--- src/rtl/mtm_alu_response_deserializer.sv ---
// mtm_alu_response_deserializer
// Rebuilds the ALU result word C and the control byte CTL from the ALU serial
// output line. Each packet is: start(0), type(0=data,1=ctl), payload MSB first,
// stop(1). A data response is DATA_PACKETS data packets (MSB byte first)
// followed by one ctl packet. An error response is a lone ctl packet.
// Malformed frames are dropped and reported with a one-cycle frame_err pulse.

module mtm_alu_response_deserializer #(
  parameter int DATA_PACKETS = 4,
  parameter int PKT_BITS     = 8
) (
  input  logic                             clk,
  input  logic                             rst,
  input  logic                             sin,
  output logic [DATA_PACKETS*PKT_BITS-1:0] C,
  output logic [PKT_BITS-1:0]              CTL,
  output logic                             out_valid,
  output logic                             is_error,
  output logic                             frame_err
);

  localparam int CW  = DATA_PACKETS * PKT_BITS;
  localparam int PCW = $clog2(DATA_PACKETS + 1);
  localparam int BCW = (PKT_BITS > 1) ? $clog2(PKT_BITS) : 1;

  typedef enum logic [2:0] {
    ST_IDLE      = 3'd0,
    ST_TYPE      = 3'd1,
    ST_PAYLOAD   = 3'd2,
    ST_STOP      = 3'd3,
    ST_WAIT_IDLE = 3'd4
  } state_t;

  state_t               state_q, state_d;
  logic                 type_q, type_d;
  logic [BCW-1:0]       bit_cnt_q, bit_cnt_d;
  logic [PKT_BITS-1:0]  shift_q, shift_d;
  logic [PCW-1:0]       pkt_cnt_q, pkt_cnt_d;
  logic [CW-1:0]        shadow_q, shadow_d;
  logic [CW-1:0]        c_q, c_d;
  logic [PKT_BITS-1:0]  ctl_q, ctl_d;
  logic                 is_error_q, is_error_d;
  logic                 out_valid_q, out_valid_d;
  logic                 frame_err_q, frame_err_d;

  // State register with synchronous reset.
  always_ff @(posedge clk) begin
    if (rst) begin
      state_q <= ST_IDLE;
    end else begin
      state_q <= state_d;
    end
  end

  // Next-state logic: walk the packet fields, park in WAIT_IDLE after a bad stop bit.
  always_comb begin
    state_d = state_q;
    case (state_q)
      ST_IDLE: begin
        if (!sin) begin
          state_d = ST_TYPE;
        end else begin
          state_d = ST_IDLE;
        end
      end
      ST_TYPE: begin
        state_d = ST_PAYLOAD;
      end
      ST_PAYLOAD: begin
        if (bit_cnt_q == BCW'(0)) begin
          state_d = ST_STOP;
        end else begin
          state_d = ST_PAYLOAD;
        end
      end
      ST_STOP: begin
        if (!sin) begin
          state_d = ST_WAIT_IDLE;
        end else begin
          state_d = ST_IDLE;
        end
      end
      ST_WAIT_IDLE: begin
        if (sin) begin
          state_d = ST_IDLE;
        end else begin
          state_d = ST_WAIT_IDLE;
        end
      end
      default: begin
        state_d = ST_IDLE;
      end
    endcase
  end

  // Datapath and output next values: shift payload, collect data bytes, resolve the packet at the stop bit.
  always_comb begin
    type_d      = type_q;
    bit_cnt_d   = bit_cnt_q;
    shift_d     = shift_q;
    pkt_cnt_d   = pkt_cnt_q;
    shadow_d    = shadow_q;
    c_d         = c_q;
    ctl_d       = ctl_q;
    is_error_d  = is_error_q;
    out_valid_d = 1'b0;
    frame_err_d = 1'b0;
    case (state_q)
      ST_TYPE: begin
        type_d    = sin;
        bit_cnt_d = BCW'(PKT_BITS - 1);
      end
      ST_PAYLOAD: begin
        shift_d = {shift_q[PKT_BITS-2:0], sin};
        if (bit_cnt_q != BCW'(0)) begin
          bit_cnt_d = bit_cnt_q - BCW'(1);
        end else begin
          bit_cnt_d = bit_cnt_q;
        end
      end
      ST_STOP: begin
        if (!sin) begin
          // Broken stop bit: drop whatever response was in progress.
          frame_err_d = 1'b1;
          pkt_cnt_d   = PCW'(0);
        end else if (!type_q) begin
          if (pkt_cnt_q < PCW'(DATA_PACKETS)) begin
            // Slot 0 is the most significant byte of C.
            for (int i = 0; i < DATA_PACKETS; i++) begin
              shadow_d[CW-1-PKT_BITS*i -: PKT_BITS] = (pkt_cnt_q == PCW'(i)) ?
                  shift_q : shadow_q[CW-1-PKT_BITS*i -: PKT_BITS];
            end
            pkt_cnt_d = pkt_cnt_q + PCW'(1);
          end else begin
            // One data packet too many.
            frame_err_d = 1'b1;
            pkt_cnt_d   = PCW'(0);
          end
        end else begin
          if (pkt_cnt_q == PCW'(DATA_PACKETS)) begin
            c_d         = shadow_q;
            ctl_d       = shift_q;
            is_error_d  = 1'b0;
            out_valid_d = 1'b1;
          end else if (pkt_cnt_q == PCW'(0)) begin
            ctl_d       = shift_q;
            is_error_d  = 1'b1;
            out_valid_d = 1'b1;
          end else begin
            // Ctl packet arrived before all data bytes.
            frame_err_d = 1'b1;
          end
          pkt_cnt_d = PCW'(0);
        end
      end
      default: begin
        type_d = type_q;
      end
    endcase
  end

  // Datapath and output registers with synchronous reset.
  always_ff @(posedge clk) begin
    if (rst) begin
      type_q      <= 1'b0;
      bit_cnt_q   <= BCW'(0);
      shift_q     <= PKT_BITS'(0);
      pkt_cnt_q   <= PCW'(0);
      shadow_q    <= CW'(0);
      c_q         <= CW'(0);
      ctl_q       <= PKT_BITS'(0);
      is_error_q  <= 1'b0;
      out_valid_q <= 1'b0;
      frame_err_q <= 1'b0;
    end else begin
      type_q      <= type_d;
      bit_cnt_q   <= bit_cnt_d;
      shift_q     <= shift_d;
      pkt_cnt_q   <= pkt_cnt_d;
      shadow_q    <= shadow_d;
      c_q         <= c_d;
      ctl_q       <= ctl_d;
      is_error_q  <= is_error_d;
      out_valid_q <= out_valid_d;
      frame_err_q <= frame_err_d;
    end
  end

  assign C         = c_q;
  assign CTL       = ctl_q;
  assign out_valid = out_valid_q;
  assign is_error  = is_error_q;
  assign frame_err = frame_err_q;

endmodule

--- config.mk ---
export PLATFORM = sky130hd
export DESIGN_NAME = mtm_alu_response_deserializer
export DESIGN_NICKNAME = d
export VERILOG_FILES = /design/src/rtl/mtm_alu_response_deserializer.sv
export SDC_FILE = /design/constraint.sdc
export NUM_CORES = 1
export LEC_CHECK = 0
export CORE_ASPECT_RATIO = 2
export CORE_MARGIN = 8
export CORE_UTILIZATION = 58
export CTS_CLUSTER_DIAMETER = 100
export CTS_CLUSTER_SIZE = 25
export DETAILED_ROUTE_END_ITERATION = 6
export PLACE_DENSITY_LB_ADDON = 0.12
export SYNTH_ARGS = -nofsm -noshare
export SYNTH_HDL_FRONTEND = slang
export SYNTH_SLANG_ARGS = --single-unit
--- constraint.sdc ---
create_clock -name clk -period 2.7 [get_ports clk]
set_input_delay 0.27 -clock clk [delete_from_list [all_inputs] [get_ports clk]]
set_output_delay 0.27 -clock clk [all_outputs]
set_load 0.02 [all_outputs]
### Word level (Yosys, flattened, before mapping)

Index checks and enable logic that the tools add are counted.

* order comparisons: 1
* bitwise gates (word level): 3
* reduce and logical (&&, ||, !) cells: 16
* add/sub/neg operators: 2
* muxes and demuxes: 20
* equality and inequality tests: 9

Operator list (number)
* 5-bit AND reduction: 4
* 8-bit 2-to-1 mux: 2
* 3-bit 2-to-1 mux: 5
* 3-bit by 2-bit equality test with 1-bit output, second input constant: 4
* 3-bit case mux with 4 select lines: 1
* 1-bit 2-to-1 mux: 11
* 3-bit logical NOT: 3
* 4-bit AND reduction: 2
* 3-bit by 1-bit equality test with 1-bit output, second input constant: 2
* 3-bit equality test, second input constant: 2
* 3-bit case mux with 2 select lines: 1
* 2-bit nonzero test: 2
* 2-bit OR reduction: 2
* 4-bit OR reduction: 1
* 3-bit by 1-bit adder with 3-bit output, second input constant: 1
* 3-bit < comparator, second input constant: 1
* 1-bit NOT: 3
* 3-bit nonzero test: 1
* 3-bit by 1-bit subtractor with 3-bit output, second input constant: 1
* 2-bit != test, second input constant: 1
* 2-bit AND reduction: 1

* input port bits: 3
* logic and storage cells: 65
* bits in registers: 93

### Logic depth before layout (Yosys ltp)

* word-level depth: 5
* mapped depth: 7
* mapped depth without buffers: 5

### Worst setup path before layout

Ideal clock, no wire load.

* path kind: register -> register
* from: register pkt_cnt_q[0]
* to: register is_error_q (netlist: is_error)
* data required time: 2.584 ns
* period minus slack after synthesis: 1.522 ns
* slack: 1.178 ns
* arrival time: 1.405 ns
* stages on the path, launching flop included: 8
* setup time: 0.116 ns
* path buffers: 2
* path through: dfxtp_1 inv_1 ha_1 nand3_1 or3_1 buf_6 buf_6 o211a_1

* longest elaborated chain between the ends: 3
* elaborated cells between the ends (all ways): 5
* classes of those cells: eq/ne (1); mux (1); reduce/logical (3)

RTL lines
* start: declaration: line 38 `logic [PCW-1:0] pkt_cnt_q, pkt_cnt_d;`
* start signal: assignment: line 179 `pkt_cnt_q <= pkt_cnt_d;`
* 3-bit equality test or 3-bit logical NOT (tied branches): line 140, 145
* 2-bit nonzero test (no line)
* 4-bit AND reduction (no line)
* end signal: assignment: line 183 `is_error_q <= is_error_d;`
* end: declaration: line 42 `logic is_error_q, is_error_d;`

Several ways; a longest one is shown, not always the timed one.
A chain may end at the register's enable or synchronous reset.

### Worst setup path in the final report

* from: register pkt_cnt_q[0]
* to: register c_q[26] (netlist: C[26])

* longest elaborated chain between the ends: 2

RTL lines
* 3-bit equality test: line 140 `if (pkt_cnt_q == PCW'(DATA_PACKETS)) begin`
* 4-bit AND reduction (no line)
* end signal: assignment: line 170 `c_q <= CW'(0);`
* end signal: assignment: line 181 `c_q <= c_d;`
* end: declaration: line 40 `logic [CW-1:0] c_q, c_d;`

No other way between the ends.

==> run metrics <==
status finished, final reports clean; first-pass GRT wire length roughly 12,000 µm; Static Leakage 1.97 nW; crit path launch type flip-flop; initial antenna violation count 0; final slew viol count 0; core area 0.00596 mm²; Ys Warns 0; antenna-violating nets left 0; Util after Layout between 70% and 80%; Clock Path Buffers 2; GRT overflow 0; crit-path max FO 33; Tmin final between 1.5 and 2 ns; max-cap violation count 0; share of cells above drive strength 1 under 10%; initial core utilization 59.3%; Worst-Skew Late Latency 0.34 ns; Async S/R FF share, synth 0%; Max rail drop VDD 0.406 mV; syn_area_per_cell around 10 µm²; Via density between 5 and 6; total detailed-routing wirelength a little over 7000 µm; commonest non-fill, non-tap cell in the layout nand2_1; Die X slightly above 70 µm; critical path arrival 2.08 ns; TritonCTS clock tree yes; Critical Path RT around 2.9 ns; first-pass detailed-route iteration total 4; Mapped Nets 363; Ports 46; Tcrit/Tclk final between 60% and 70%; DIE AREA 0.00900 mm²; detailed-placement wirelength estimate ~5000 µm; Placed Area around 0.004 mm²; CTS resizes 0; final net count between 400 and 500; CTS buffer count 9; Port Buffers 45; root buffer cell clkbuf_16; register bit total from synthesis 93; Final WS setup a little over 0.8 ns; Slew headroom between 50% and 60%; register area share after synthesis a little over half; Clock Skews slightly above 0.008 ns; die height roughly 130 µm; Post-synth EDFFs 0; fin area between 0.004 and 0.005 mm²; Worst-Margin Slew about 0.64 ns; Sink Count 93; WS Path Type reg2reg; row count 40; clk slew on worst S/H paths 0.06 ns; Post-Syn Instances between 300 and 400; Total Neg Setup Slack 0 ns; hold_buf cts 0; Final GP Congestion about 0.77; vias in the first global route 2,460; fmax between 500 and 600 MHz; RSZ-0062 raised after global routing no; Filler cells between 400 and 500; synthesis-to-finish area growth 22.1%; Inserted Diodes 0; htree depth 3; worst slack, placed 0.654 ns; Final Total Pwr 2.89 mW; Hold Path Sink C[5]; via count 2,490; gr usage total 17.0%; origin of the critical flop-to-flop path pkt_cnt_q[0]; worst r2r path cells 6; post-CTS setup repair buffer count 0; wire per inst roughly 16 µm; R2R Path End C[26]; ys flop type dfxtp_1; setup violators final 0; Reg2Reg Setup Slack roughly 0.82 ns; Power Density between 600 and 700 mW/mm²; hold depth 2; pin count of the biggest net entering global routing 40; Mapped Area approximately 0.0035 mm²; initial drt markers 135; Final Hold Viols 0; Synth cell types 34; residual DRC count 0; Hold Path Origin C[5]; worst min-delay path category reg2reg; element type at the critical path end flip-flop; commonest non-fill, non-tap cells in the layout nand2_1 (100), dfxtp_1 (93), mux2i_1 (73)
[registers in the layout, indices dropped and copies added (netlist names)]
| name | flops |
|---|---|
| C | 32 |
| shadow_q | 32 |
| CTL | 8 |
| shift_q | 8 |
| bit_cnt_q | 3 |
| pkt_cnt_q | 3 |
| state_q | 3 |
| frame_err | 1 |
| is_error | 1 |
| out_valid | 1 |
| type_q | 1 |
[worst max-delay path, stage by stage (launching register included)]
cell	delay, ns
dfxtp_1	0.33
inv_1	0.12
ha_1	0.24
nand3_1	0.12
or3_2	0.42
buf_4	0.31
mux2i_1	0.18
[worst max path at each step]
stage	from	end	slack, ns	depth (start not counted)
CTS	pkt_cnt_q[0]	C[26]	0.80	6
global route	pkt_cnt_q[0]	C[26]	0.67	6
detailed placement	sin	C[18]	0.65	5
finish	pkt_cnt_q[0]	C[26]	0.82	6
global placement	sin	C[20]	0.69	5
floorplan	pkt_cnt_q[0]	is_error	1.18	7
[power by group]
group	internal (mW)	total [mW]	switching, mW
Sequential	1.39	1.41	0.0242
Combinational	0.0550	0.138	0.0831
Clock	0.834	1.34	0.505
[Yosys cell counts (3+ instances only)]
cell | number | area (µm²)
dfxtp_1 | 93 | 1860
mux2i_1 | 73 | 731
nand3_1 | 5 | 25.0
inv_1 | 5 | 18.8
clkbuf_1 | 13 | 48.8
nand2_1 | 100 | 375
buf_6 | 5 | 56.3
a211oi_1 | 3 | 22.5
nor2_1 | 7 | 26.3
ha_1 | 6 | 75.1
a21oi_1 | 14 | 70.1
buf_2 | 3 | 15.0
[per-stage QoR]
stage                     hold slack [ns]  cells
after global routing                0.478    462
final                               0.460    462
after CTS                           0.463    462
after detailed placement            0.452    446
after floorplan                     0.349    354
after global placement              0.443    446
[cell families after synthesis]
group / share of synthesized area, %
compound gates: 3.58
mux: 20.7
xor+xnor: 0.496
simple gates: 16.2
buf+inv: 4.28
fa+ha+maj: 2.12
flops: 52.7
[layout make-up]
cell class	count	area, µm²	area share (%)
multi-input combinational	232	1520	35.3
inverter	6	22.5	0.522
tap	63	78.8	1.83
clock buffer	10	239	5.54
sequential	93	1860	43.2
clock inverter	6	86.3	2.00
timing repair buffer	52	503	11.7
[metal layers]
layer / wire length, µm / track usage, % / vias to the layer above
met4: 146 / 8.03 / 0
met5: 0 / 0 / -
li1: - / - / 1263
met1: 2880 / 17.5 / 1185
met2: 3930 / 30.2 / 33
met3: 249 / 4.89 / 9
Power figures use the tool's default switching activity.
==> edit 1, RTL diff (same settings) <==
The output `out_valid` loses its register stage (`out_valid_q` becomes a continuous assignment).
--- a/src/rtl/mtm_alu_response_deserializer.sv
+++ b/src/rtl/mtm_alu_response_deserializer.sv
@@ -170,7 +170,6 @@
       c_q         <= CW'(0);
       ctl_q       <= PKT_BITS'(0);
       is_error_q  <= 1'b0;
-      out_valid_q <= 1'b0;
       frame_err_q <= 1'b0;
     end else begin
       type_q      <= type_d;
@@ -181,10 +180,11 @@
       c_q         <= c_d;
       ctl_q       <= ctl_d;
       is_error_q  <= is_error_d;
-      out_valid_q <= out_valid_d;
       frame_err_q <= frame_err_d;
     end
   end
+
+  assign out_valid_q = out_valid_d;
 
   assign C         = c_q;
   assign CTL       = ctl_q;
Function: same outputs for any inputs over 10 cycles, from zero or initial values and one cycle with rst high; that may be too few to reach the edited logic, so the function may still have changed.
==> edit 1 against the original RTL <==
- setup slack worse by 0.64 ns
- count of clock-buffer cells in the layout rose by 1
- wire length increased by 2.8%
- total power down 4.8%
- maximum frequency is 25% lower
- sequential cell count shrank 1
- final area shrank 1.4%
- synthesized area shrank 0.99%
- largest cell class unchanged
- largest power group unchanged
==> edit 1: results (changes against the original RTL) <==
| Metric | Value |
|---|---|
| Outcome | finished clean |
| Root Driver | clkbuf_16 |
| Unique masters post-synth | 34 (unchanged) |
| FFs w/ async S/R, synth | 0% (unchanged) |
| CTS buffer count | 9 (unchanged) |
| Delay-heaviest family, CP | buffers and inverters |
| HPWL after DPL | 5006 um (-0.21%) |
| Placed cell areas | 3963 um^2 (-0.66%) |
| Worst VDD drop | 0.0005355 V (+32%) |
| 1st-iter DRT viols | 160 (+19%) |
| DRT Wirelength | 7407 um (+2.8%) |
| Post-CTS Repair Setup Buffers | 0 (unchanged) |
| Primary FF master, synth | dfxtp_1 |
| First-pass GRT wire length | 12390 um (+2.9%) |
| P_leak | 1.941 nW (-1.4%) |
| # diodes | 0 (unchanged) |
| Vias in the first global route | 2582 (+5.0%) |
| Syn Nets | 360 (-0.83%) |
| Max stage delay on crit path | 0.64 ns (+0.22 ns) |
| Hold_ws | 0.4562 ns (-0.003406 ns) |
| Total track usage | 17.47% (+0.49 points) |
| Slew margin rel. | 61.40% (+4.2 points) |
| CP max FO | 6 (-82%) |
| Pre-Repair DR Iteration Count | 4 (unchanged) |
| CP max stage cell | clkdlybuf4s50_1 |
| Worst r2r dst | C[3] |
| Hold path cells | 2 (unchanged) |
| Reg-to-reg startpoint | pkt_cnt_q[0] |
| Largest net degree at the start of global routing | 41 (+2.5%) |
| R2R setup slack | 0.83 ns |
| Syn Inst Count | 351 (-0.85%) |
| Post-synthesis sequential area ratio | 52.63% (about the same) |
| Skew-Pair Late Insertion Delay | 0.33 ns |
| Max Buffers Root-to-Sink | 2 (unchanged) |
| Reg2Reg Depth | 6 (unchanged) |
| Fin nets | 399 (-0.99%) |
| Critical hold path startpoint | shift_q[7] |
| Fillers | 446 (-1.1%) |
| Largest cells by area after synthesis | dfxtp_1, mux2i_1, nand2_1 |
| DR vias | 2539 (+2.0%) |
| # H-tree levels | 3 (unchanged) |
| Clk slew on worst S/H paths | 0.06 ns (about the same) |
| Crit path DAT | 2.25 ns (+0.17 ns) |
| Hold Path Class | reg2reg |
| CTS resizes | 0 (unchanged) |
| Post-Place Worst Slack | 0.2888 ns (-0.3647 ns) |
| Clock Skew | 0.006522 ns (-0.001609 ns) |
| Placed cells | 442 (-0.90%) |
| Layout cells sized above 1 | 6.853% (-0.67 points) |
| Hold-critical path endpoint | shift_q[7] |
| Post-synth top cells | nand2_1, dfxtp_1, mux2i_1, a21oi_1, clkbuf_1 |
| WL/cell | 16.21 um (+3.9%) |
| Critical path origin | pkt_cnt_q[0] |
| Initial antenna violation count | 0 (unchanged) |
| Routability Congestion | 0.7721 (+0.10%) |
-- edit 1: cell count changes after synthesis, sizes merged --
cell,before,now
nand3,7,8
nor2b,2,1
buf,9,10
clkbuf,14,13
nand4,1,0
nor2,7,5
dfxtp,93,92
nand2,100,101
-- edit 1: power breakdown --
group | switching [mW] | internal (mW)
clock network | 0.477 | 0.735
logic | 0.0865 | 0.0562
registers | 0.0229 | 1.37
-- edit 1: area by class of cell --
type	instances	area, um^2	share of cell area [%]
clock inverter	4	50.05	1.176
clock buffer	11	242.7	5.704
inverter	6	22.52	0.5293
multi-input combinational	230	1511	35.52
sequential	92	1842	43.28
timing repair buffer	51	508.0	11.94
tap	63	78.83	1.852
-- edit 1: layer usage --
metal | vias to the layer above | GRT usage, % | share of wire, %
met5 | - | 0 | 0
met4 | 0 | 10.38 | 3.2
met3 | 16 | 5.246 | 5.4
met2 | 65 | 28.92 | 49
met1 | 1216 | 18.97 | 42
li1 | 1242 | - | -
-- edit 1: how the worst max path moves through the flow --
stage | endpoint | slack [ns]
2_1_floorplan | is_error | 1.18
3_3_place_gp | out_valid | 0.34
3_5_place_dp | out_valid | 0.29
4_1_cts | out_valid | 0.15
5_1_grt | out_valid | 0.05
6_report | out_valid | 0.18
-- edit 1: cell families after synthesis --
| kind of cell | share of synthesized area (%) |
|---|---|
| adders and majority gates | 2.145 |
| xor gates and xnor gates | 0.5006 |
| buffers and inverters | 4.218 |
| muxes | 20.88 |
| AOI/OAI and AO/OA | 3.611 |
| and+or+nand+nor | 16.02 |
| DFF | 52.63 |
-- edit 1: worst reg2reg max path, stage by stage, from the launching register on --
cell and delay, ns:
dfxtp_1 0.34, inv_1 0.11, ha_1 0.22, nand2_1 0.08
or3_2 0.44, buf_4 0.30, mux2i_1 0.23
==> edit 2, RTL diff (same settings) <==
Without the edit above. Change the parameter `DATA_PACKETS` from 4 to 8.
--- a/src/rtl/mtm_alu_response_deserializer.sv
+++ b/src/rtl/mtm_alu_response_deserializer.sv
@@ -6,7 +6,7 @@
 // Malformed frames are dropped and reported with a one-cycle frame_err pulse.
 
 module mtm_alu_response_deserializer #(
-  parameter int DATA_PACKETS = 4,
+  parameter int DATA_PACKETS = 8,
   parameter int PKT_BITS     = 8
 ) (
   input  logic                             clk,
Ports: changed (resized C); port bits go from 46 to 78. No check against the original RTL was run, so the function may have changed too.
==> edit 2 against the original RTL <==
- final area increased by 77%
- critical path depth fell by 2
- wire length is 86% higher
- setup slack got worse by 0.052 ns
- synthesized area is 81% higher
- sequential cell count increased by 65
- total power grew 70%
- largest cell class unchanged
- largest power group unchanged
==> edit 2: results (changes against the original RTL) <==
| Metric | Value |
|---|---|
| Outcome | finished clean |
| Crit path DAT | 2.27 ns (+0.19 ns) |
| Skew-Pair Late Insertion Delay | 0.42 ns (+0.08 ns) |
| Reg-to-reg startpoint | state_q[1] |
| Fillers | 834 (+85%) |
| Worst VDD drop | 0.0006505 V (+60%) |
| P_int | 3.801 mW (+67%) |
| 1st-iter DRT viols | 196 (+45%) |
| CTS buffer count | 17 (+8) |
| Fin nets | 650 (+61%) |
| # H-tree levels | 4 (+1) |
| CP max FO | 12 (-64%) |
| Syn Nets | 596 (+64%) |
| DR vias | 4184 (+68%) |
| First-pass GRT wire length | 21960 um (+82%) |
| P_leak | 2.656 nW (+35%) |
| R2R setup slack | 0.77 ns (-0.05 ns) |
| Placed cells | 762 (+71%) |
| Mapped Avg Cell Area | 10.89 um^2 (+9.0%) |
| Total track usage | 18.58% (+1.6 points) |
| Hold Path Class | in2reg |
| Post-synth top cells | dfxtp_1, nand2b_1, mux2i_1, a21oi_1, nand2_1 |
| Slew margin rel. | 55.78% (-1.5 points) |
| Post-synthesis sequential area ratio | 49.49% (-3.2 points) |
| Routability Congestion | 0.8113 (+5.2%) |
| Vias per cell | 5.270 (-2.2%) |
| Clock Skew | 0.01050 ns (+0.002372 ns) |
| Unique masters post-synth | 40 (+18%) |
| Largest cells by area after synthesis | dfxtp_1, mux2i_1, nand2b_1 |
==> edit 2: cell types whose count changed in the layout (fill, tap and decap cells not counted), sizes merged, moves of 3 or more <==
| cell | unedited run | this run |
|---|---|---|
| clkdlybuf4s50 | 45 | 76 |
| clkbuf | 10 | 17 |
| a21oi | 14 | 22 |
| and3 | 1 | 8 |
| mux2i | 73 | 129 |
| o21ai | 1 | 9 |
| nand3 | 7 | 12 |
| clkinv | 3 | 7 |
| nand2 | 100 | 19 |
| nand2b | 1 | 137 |
| dfxtp | 93 | 158 |
| nor2 | 7 | 4 |
==> edit 2: metrics by stage <==
stage | instance area (um^2) | worst slack, ns
after global placement | 7033 | 0.6370
after CTS | 7621 | 0.7709
after global routing | 7621 | 0.6228
after floorplan | 6391 | 1.126
final | 7621 | 0.7684
after detailed placement | 7033 | 0.5531
==> edit 2: cell type report <==
cell class,instances,area (um^2),share of cell area (%)
clock inverter,15,162.7,2.134
sequential,158,3163,41.50
multi-input combinational,374,2835,37.20
inverter,5,18.77,0.2463
timing repair buffer,85,840.8,11.03
clock buffer,17,425.4,5.582
tap,140,175.2,2.298
==> edit 2: power groups by stage <==
stage          clock, mW  combinational [mW]  sequential, mW
2_1_floorplan          0               0.164            2.41
4_1_cts             2.39               0.185            2.37
3_3_place_gp           0               0.176            2.42
3_5_place_dp           0               0.185            2.42
5_1_grt             2.50               0.202            2.37
6_report            2.35               0.185            2.37
==> edit 2: worst min-delay path by stage <==
stage                 startpoint            to  slack [ns]
finish                       rst    shift_q[7]        0.28
detailed placement         C[13]         C[13]        0.46
global route                 rst        CTL[6]        0.30
floorplan           bit_cnt_q[0]  bit_cnt_q[0]        0.44
global placement    bit_cnt_q[0]  bit_cnt_q[0]        0.46
CTS                          rst    shift_q[6]        0.27
==> edit 2: critical path, cell delays in order, from the launching register on <==
cell     delay (ns)
dfxtp_1        0.46
and3b_1        0.45
and3_4         0.42
buf_4          0.29
mux2i_1        0.23
==> edit 2: cells by family after synthesis <==
logic type | share of synthesized area (%)
AO/OA/AOI/OAI | 3.289
XOR/XNOR | 0.1371
adder cells (fa/ha/maj) | 1.175
buffers and inverters | 6.147
flip-flops | 49.49
multiplexers | 20.20
AND/OR/NAND/NOR | 19.56
==> edit 2: per-layer routing <==
| metal | vias up | wire [um] | GRT usage, % |
|---|---|---|---|
| li1 | 2073 | - | - |
| met1 | 2007 | 5306 | 18.95 |
| met2 | 82 | 7214 | 34.18 |
| met3 | 22 | 569 | 5.462 |
| met4 | 0 | 291 | 8.314 |
| met5 | - | 0 | 0 |
